`config.mk`:
```
export PLATFORM = sky130hd
export DESIGN_NAME = mem_copy_dma
export DESIGN_NICKNAME = d
export VERILOG_FILES = /design/src/rtl/mem_copy_dma_pkg.sv /design/src/rtl/mem_copy_dma.sv
export SDC_FILE = /design/constraint.sdc
export NUM_CORES = 1
export LEC_CHECK = 0
export BUFFER_PORTS_ARGS = -buffer_cell sky130_fd_sc_hd__clkbuf_2
export CAP_MARGIN = 40
export CORE_MARGIN = 4
export CORE_UTILIZATION = 56
export CTS_CLUSTER_DIAMETER = 150
export DETAILED_ROUTE_END_ITERATION = 10
export PLACE_DENSITY = 0.85
export SLEW_MARGIN = 20
export SYNTH_ARGS = -nofsm -noshare
export SYNTH_HDL_FRONTEND = slang
export SYNTH_SLANG_ARGS = --single-unit
```
`constraint.sdc`:
```
create_clock -name clk -period 8 [get_ports clk]
set_input_delay 1.6 -clock clk [delete_from_list [all_inputs] [get_ports clk]]
set_output_delay 1.6 -clock clk [all_outputs]
set_load 0.02 [all_outputs]
```
`src/rtl/mem_copy_dma_pkg.sv`:
```
// Shared definitions for the word-copy DMA engine.
// Holds the FSM state encoding, the word size and the byte-address helper.
package mem_copy_dma_pkg;

   localparam logic [1:0] ST_IDLE = 2'd0;
   localparam logic [1:0] ST_RD   = 2'd1;
   localparam logic [1:0] ST_WR   = 2'd2;
   localparam logic [1:0] ST_FIN  = 2'd3;

   localparam logic [31:0] WORD_BYTES = 32'd4;

   // Byte address of word idx from base; wraps modulo 2^32, low bits untouched.
   function automatic logic [31:0] word_addr(input logic [31:0] base, input logic [31:0] idx);
      return base + (idx * WORD_BYTES);
   endfunction

endpackage

```
`src/rtl/mem_copy_dma.sv`:
```
// Word-at-a-time memory copy engine: alternating read/write cycles against an
// external combinational-read memory, with abort, progress count and checksum.
module mem_copy_dma
   import mem_copy_dma_pkg::*;
#(
   parameter int CNT_W = 16
) (
   input  logic             clk,
   input  logic             rst_n,
   input  logic             start,
   input  logic [31:0]      srcAddr,
   input  logic [31:0]      dstAddr,
   input  logic [CNT_W-1:0] wordCount,
   input  logic             abort,
   output logic             busy,
   output logic             done,
   output logic             aborted,
   output logic [CNT_W-1:0] wordsDone,
   output logic [31:0]      checksum,
   output logic [31:0]      address,
   output logic [31:0]      writeData,
   output logic             memWrite,
   input  logic [31:0]      readData
);

   logic [1:0]       state_r, state_s;
   logic [31:0]      src_r, src_s;
   logic [31:0]      dst_r, dst_s;
   logic [CNT_W-1:0] cnt_r, cnt_s;
   logic [CNT_W-1:0] words_r, words_s;
   logic [31:0]      sum_r, sum_s;
   logic [31:0]      hold_r, hold_s;
   logic             aborted_r, aborted_s;

   logic             busy_r, busy_s;
   logic             done_r, done_s;
   logic [31:0]      addr_r, addr_s;
   logic [31:0]      wdata_r, wdata_s;
   logic             mwe_r, mwe_s;

   // Next-state and datapath update for the copy sequencer.
   always_comb begin
      state_s   = state_r;
      src_s     = src_r;
      dst_s     = dst_r;
      cnt_s     = cnt_r;
      words_s   = words_r;
      sum_s     = sum_r;
      hold_s    = hold_r;
      aborted_s = aborted_r;
      case (state_r)
         ST_IDLE: begin
            // abort is deliberately not looked at here: start wins.
            if (start) begin
               src_s     = srcAddr;
               dst_s     = dstAddr;
               cnt_s     = wordCount;
               words_s   = {CNT_W{1'b0}};
               sum_s     = 32'd0;
               aborted_s = 1'b0;
               if (wordCount == {CNT_W{1'b0}}) begin
                  state_s = ST_FIN;
               end else begin
                  state_s = ST_RD;
               end
            end else begin
               state_s = ST_IDLE;
            end
         end
         ST_RD: begin
            hold_s = readData;
            if (abort) begin
               state_s   = ST_FIN;
               aborted_s = 1'b1;
            end else begin
               state_s = ST_WR;
            end
         end
         ST_WR: begin
            // The write in flight always completes and is counted, abort or not.
            words_s = words_r + CNT_W'(1);
            sum_s   = sum_r + hold_r;
            if (abort) begin
               state_s   = ST_FIN;
               aborted_s = 1'b1;
            end else if (words_s == cnt_r) begin
               state_s = ST_FIN;
            end else begin
               state_s = ST_RD;
            end
         end
         ST_FIN: begin
            state_s = ST_IDLE;
         end
         default: begin
            state_s = ST_IDLE;
         end
      endcase
   end

   // Output values for the state being entered, so the registered outputs line up with it.
   always_comb begin
      busy_s  = (state_s == ST_RD) || (state_s == ST_WR);
      done_s  = (state_s == ST_FIN);
      addr_s  = 32'd0;
      wdata_s = 32'd0;
      mwe_s   = 1'b0;
      case (state_s)
         ST_RD: begin
            addr_s = word_addr(src_s, 32'(words_s));
         end
         ST_WR: begin
            addr_s  = word_addr(dst_s, 32'(words_s));
            wdata_s = hold_s;
            mwe_s   = 1'b1;
         end
         default: begin
            addr_s  = 32'd0;
            wdata_s = 32'd0;
            mwe_s   = 1'b0;
         end
      endcase
   end

   // State, datapath and output registers.
   always_ff @(posedge clk or negedge rst_n) begin
      if (!rst_n) begin
         state_r   <= ST_IDLE;
         src_r     <= 32'd0;
         dst_r     <= 32'd0;
         cnt_r     <= {CNT_W{1'b0}};
         words_r   <= {CNT_W{1'b0}};
         sum_r     <= 32'd0;
         hold_r    <= 32'd0;
         aborted_r <= 1'b0;
         busy_r    <= 1'b0;
         done_r    <= 1'b0;
         addr_r    <= 32'd0;
         wdata_r   <= 32'd0;
         mwe_r     <= 1'b0;
      end else begin
         state_r   <= state_s;
         src_r     <= src_s;
         dst_r     <= dst_s;
         cnt_r     <= cnt_s;
         words_r   <= words_s;
         sum_r     <= sum_s;
         hold_r    <= hold_s;
         aborted_r <= aborted_s;
         busy_r    <= busy_s;
         done_r    <= done_s;
         addr_r    <= addr_s;
         wdata_r   <= wdata_s;
         mwe_r     <= mwe_s;
      end
   end

   assign busy      = busy_r;
   assign done      = done_r;
   assign aborted   = aborted_r;
   assign wordsDone = words_r;
   assign checksum  = sum_r;
   assign address   = addr_r;
   assign writeData = wdata_r;
   assign memWrite  = mwe_r;

endmodule
```
; After elaboration in Yosys (flattened, before gate mapping)
; Index checks and enable logic that the tools add are counted.
[totals]
register_bits = 230
out_inout_bits = 116
inputBits = 116
[op_classes]
n_mux = 21
n_reduce_logical = 9
n_eq_ne = 9
addsub = 4
[op_table]
columns = cell, n
row1 = $mux 32, 7
row2 = $pmux 32 s2, 2
row3 = $add 32x18->32, 2
row4 = $add 32x32->32, 1
row5 = $pmux 16 s2, 1
row6 = $add 16x1->16 const B, 1
row7 = $eq 16x16->1, 1
row8 = $logic_not 16->1, 1
row9 = $mux 16, 1
row10 = $eq 2x2->1 const B, 4
row11 = $mux 2, 4
row12 = $pmux 2 s4, 1
row13 = $eq 2x1->1 const B, 2
row14 = $mux 1, 4
row15 = $reduce_and 2->1, 2
row16 = $reduce_bool 2->1, 2
row17 = $reduce_and 3->1, 1
row18 = $logic_not 2->1, 1
row19 = $ne 2x1->1 const B, 1
row20 = $ne 2x2->1 const B, 1
row21 = $pmux 1 s2, 1
row22 = $reduce_or 2->1, 1
row23 = $logic_or 1x1->1, 1

; Logic depth before layout (Yosys ltp)
[depth]
depth_word = 7
ltp_mapped = 28
mapped_depth_nobuf = 22

; Worst setup path after synthesis
; No wires, ideal clock.
[synth_path]
kind = input to register
from = input port start
to = register addr_r[20] (netlist: address[20])
setup_time_ps = 132
arrival_ps = 6881
slack_ps = 987
path_stages = 26
path_cell_list = buf_6 > and2_4 > buf_12 > buf_6 > buf_2 > buf_1 > clkbuf_1 > nand3_1 > o21ai_0 > ha_1 > clkbuf_1 > clkbuf_1 > clkbuf_1 > clkbuf_1 > buf_1 > o21a_1 > inv_1 > fa_1 > nor2b_1 > o21ai_0 > a21boi_0 > o211ai_1 > a31oi_1 > o21ai_0 > xor2_1 > nor2_1
[synth_between]
elab_chain_cells = 4
elab_cells_between_ends = 13
cone_classes = add/sub: 2 / eq/ne: 2 / mux: 9
[synth_lines]
columns = element, line
row1 = "start, declared", mem_copy_dma.sv:10  ; input logic start,
row2 = $mux 2 (*), mem_copy_dma.sv:54  ; if (start) begin
row3 = $pmux 2 s4 (*), mem_copy_dma.sv:51  ; case (state_r)
row4 = net state_s[1], mem_copy_dma.sv:26  ; logic [1:0] state_r, state_s;
row5 = $eq 2x2->1 / $eq 2x1->1 (equally long branches), mem_copy_dma.sv:108  ; case (state_s)
row6 = $pmux 32 s2 (*), mem_copy_dma.sv:108
row7 = net addr_s[20], mem_copy_dma.sv:37  ; logic [31:0] addr_r, addr_s;
row8 = "end signal, assigned", mem_copy_dma.sv:152  ; addr_r <= addr_s;
row9 = "end, declared", mem_copy_dma.sv:37
; Mark *: on every way through the listed nets, which the timed path passes. The rest lies on a longest branch.
; A chain may end at the register's enable or synchronous reset.

; Final worst setup path
[layout_path]
from = register words_r[3] (netlist: wordsDone[3])
to = register addr_r[20] (netlist: address[20])
[layout_between]
elab_chain_cells = 7
elab_cells_between_ends = 12
cone_classes = add/sub: 3 / eq/ne: 3 / mux: 6
[layout_lines]
columns = element, line
row1 = "start, declared", mem_copy_dma.sv:30  ; logic [CNT_W-1:0] words_r, words_s;
row2 = "start signal, assigned", mem_copy_dma.sv:132  ; words_r <= {CNT_W{1'b0}};
row3 = "start signal, assigned", mem_copy_dma.sv:146  ; words_r <= words_s;
row4 = $add 16x1->16 (*), mem_copy_dma.sv:81  ; words_s = words_r + CNT_W'(1);
row5 = $eq 16x16->1 (*), mem_copy_dma.sv:86  ; end else if (words_s == cnt_r) begin
row6 = $mux 2 (*), mem_copy_dma.sv:86
row7 = $mux 2 (*), mem_copy_dma.sv:83  ; if (abort) begin
row8 = $pmux 2 s4 (*), mem_copy_dma.sv:51
row9 = net state_s[1], mem_copy_dma.sv:26
row10 = $eq 2x2->1 / $eq 2x1->1 (equally long branches), mem_copy_dma.sv:108
row11 = $pmux 32 s2 (*), mem_copy_dma.sv:108
row12 = net addr_s[20], mem_copy_dma.sv:37
; Marks and branches as above.

==> results.sh <==
export IMPL_design_area_um2=14000
export IMPL_routedWlPerCell_um=17.6
export IMPL_power_leakage_uw=0.00714
export IMPL_finClkSkew_ns=0.0136
export IMPL_synth_seq_cells=230
export IMPL_setup_viol=0
export IMPL_grt_max_degree=81
export IMPL_synth_area_per_cell_um2=9.85
export IMPL_cts_tree="done"
export IMPL_firstDrtPassIters=5
export IMPL_clkTransAtPathRegs_ns=0.06
export IMPL_synth_edf_count=0
export IMPL_setup_ws_ns=1.90
export IMPL_power_density_nw_per_um2=416
export IMPL_syn_to_final_growth_pct=20.2
export IMPL_maxCapViolCount=0
export IMPL_synth_cell_types=58
export IMPL_grt_overflow_total=0
export IMPL_grtUsageTotal_pct=25.2
export IMPL_grt_pass1_wl_um=48400
export IMPL_post_cts_resized=0
export IMPL_end_kind="flop"
export IMPL_ys_warn_count=0
export IMPL_fmax_mhz=164
export IMPL_worstPathArrival_ns=6.49
export IMPL_tightest_slew_ns=0.827
export IMPL_fin_cells=1691
export IMPL_syn_area_um2=11600
export IMPL_io_buffer_count=231
export IMPL_dp_cells=1646
export IMPL_reg2regPathDepth=21
export IMPL_cts_root_buf="clkbuf_16"
export IMPL_postSynth_asyncResetShare_pct=100
export IMPL_clock_sinks=230
export IMPL_io_pins=232
export IMPL_antenna_left=0
export IMPL_rsz0062_at_grt="no"
export IMPL_period_share_pct=76.3
export IMPL_clock_path_buffers=3
export IMPL_final_nets=1575
export IMPL_synth_nets=1352
export IMPL_place_area_um2=13100
export IMPL_start_util_pct=57.3
export IMPL_hpwlAfterDp_um=21900
export IMPL_core_um2=20300
export IMPL_wl_met3_um=2300
export IMPL_critPathMaxFanout=18
export IMPL_ys_seq_area_share_pct=49.5
export IMPL_top_layer_used="met4"
export IMPL_yosysTopAreaCell="dfrtp_1"
export IMPL_drc_errors=0
export IMPL_die_x_um=152
export IMPL_grt_pass1_vias=9620
export IMPL_antenna_found_initial=0
export IMPL_syn_inst=1180
export IMPL_vias_per_cell=5.56
export IMPL_path_class="flop to flop"
export IMPL_die_area_um2=23100
export IMPL_hold_viol_final=0
export IMPL_min_period_ns=6.10
export IMPL_insertion_delay_ns=0.52
export IMPL_slew_headroom_pct=44.6
export IMPL_netlist_area_leader_share_pct=49.5
export IMPL_cts_buffers=25
export IMPL_routabilityCongestion=0.951
export IMPL_synth_main_ff_cell="dfrtp_1"
export IMPL_cts_hold_buf=0
export IMPL_synthTopCellsByArea="dfrtp_1, nand2_1, ha_1, mux2_2, o21ai_0"
export IMPL_slew_viol_final=0
export IMPL_dp_worst_setup_slack_ns=1.76
export IMPL_post_cts_setup_buffers=0
export IMPL_fin_setup_tns_ns=0
export IMPL_h_tree_depth=1
export IMPL_drt_wl_total_um=29700
export IMPL_layout_drive_gt1_share_pct=24.8
export IMPL_wl_met1_um=12100
export IMPL_drt_iter0_markers=465
export IMPL_antennaDiodeCount=0
export IMPL_ir_worst_vdd_uv=228
export IMPL_cp_required_ns=8.39
export IMPL_critPathLaunchType="flop"
export IMPL_die_height_um=152
export IMPL_vias=9402
export IMPL_holdPathStages=2
export IMPL_status="complete, no violations"
export IMPL_hold_class="flop to flop"
export IMPL_routed_wl_met2_um=14500
export IMPL_num_rows=52
power by group:
part           switching, uW  total, uW  internal [uW]
Combinational           1640       2740           1090
Clock                    461       1230            772
Sequential               244       1850           1600
Total                   2350       5820           3470
critical path: stages, from the launching register on:
cell and delay, ns:
dfrtp_1 0.47, and4_1 0.37, nand4_1 0.29, nor3_1 0.40, xnor3_1 0.19, nand3_1 0.07
o41ai_1 0.33, a21oi_1 0.12, o21ai_0 0.36, ha_2 0.57, mux2_2 0.25, ha_1 0.16
inv_1 0.06, fa_1 0.37, nor2b_1 0.15, o21ai_0 0.11, a21boi_0 0.37, o211ai_1 0.19
a31oi_1 0.63, o21ai_0 0.24, xor2_1 0.21, nor2_1 0.05
stage by stage:
step	power, uW	utilization (%)	hold slack [ns]
after floorplan	3810	-	0.436
after global placement	4460	64.0	0.450
after detailed placement	4570	64.5	0.455
after CTS	5840	68.8	0.467
after global routing	6240	68.8	0.480
final	5820	68.8	0.463
per-layer routing:
metal | global-route usage [%] | up-vias
met4 | 7.79 | 0
met2 | 43.0 | 364
met3 | 5.23 | 58
met5 | 0 | -
met1 | 32.5 | 4496
li1 | - | 4484
layout make-up:
type / instances / area (um2)
flip-flops and latches: 230 / 5760
clock buffers: 35 / 703
clock inverters: 10 / 179
repair buffers: 243 / 1310
well taps: 270 / 338
inverters: 40 / 150
fillers: 1570 / 6330
multi-input cells: 863 / 5530
registers in the layout, indices dropped and copies added (netlist names):
signal     count
address       32
checksum      32
dst_r         32
hold_r        32
src_r         32
writeData     32
cnt_r         16
wordsDone     16
state_r        2
aborted        1
busy           1
done           1
memWrite       1
final timing paths:
check / slack [ns] / startpoint / to
max: 1.90 / wordsDone[3] / address[20]
min: 0.46 / dst_r[17] / dst_r[17]
max reg2reg: 1.90 / wordsDone[3] / address[20]
min reg2reg: 0.46 / dst_r[17] / dst_r[17]
max in group asynchronous: 5.79 / rst_n / src_r[27]
min in group asynchronous: 1.04 / rst_n / writeData[6]
synth_stat cells (3+ instances only):
cell type / number
and4_1: 5
nand4_1: 10
o211ai_1: 9
nor3_1: 18
o41ai_1: 3
nor4_1: 8
a31oi_1: 12
mux2_2: 58
o311ai_0: 3
nand3_1: 22
xor2_1: 33
or3_1: 8
inv_1: 40
nand2_1: 275
a211oi_1: 10
clkbuf_1: 27
or2_2: 4
buf_1: 16
xnor3_1: 3
a22oi_1: 3
a21o_1: 16
and3_1: 7
mux2i_1: 12
o21a_1: 5
nand2b_1: 3
nor2_1: 47
and2_1: 38
a22o_1: 9
a21boi_0: 3
o21ai_0: 69
dfrtp_1: 230
o21bai_1: 6
xnor2_1: 39
ha_1: 54
nor2b_1: 7
a21oi_1: 39
layout by cell type (no fill, tap or decap), types with 4 or more instances in the layout:
cell       instances
a211oi_1          10
a21o_1            16
nand2_1          274
a22o_1             9
dfrtp_1          230
and4_1             5
or2_2              4
o21bai_1           6
o21a_1             5
and3_1             7
a31oi_1           12
buf_4              8
xnor2_1           39
nor2_1            47
bufinv_16          5
and2_1            38
clkbuf_2         230
xor2_1            33
clkbuf_8           4
clkbuf_1           6
nor4_1             8
a21oi_1           38
clkinv_2           4
or3_1              8
ha_1              52
nand3_1           22
inv_1             40
mux2i_1           12
nand4_1           10
clkbuf_16         25
mux2_2            58
o21ai_0           68
nor2b_1            7
o211ai_1           9
nor3_1            18
logic make-up after synthesis:
family                   synth area share [%]
adder cells (fa/ha/maj)                  6.16
AND/OR/NAND/NOR                          17.6
AO/OA/AOI/OAI                            10.8
multiplexers                             6.77
buffers and inverters                    3.09
flip-flops                               49.5
XOR/XNOR                                 6.01
Note: power is estimated with default switching activity, not from simulation.
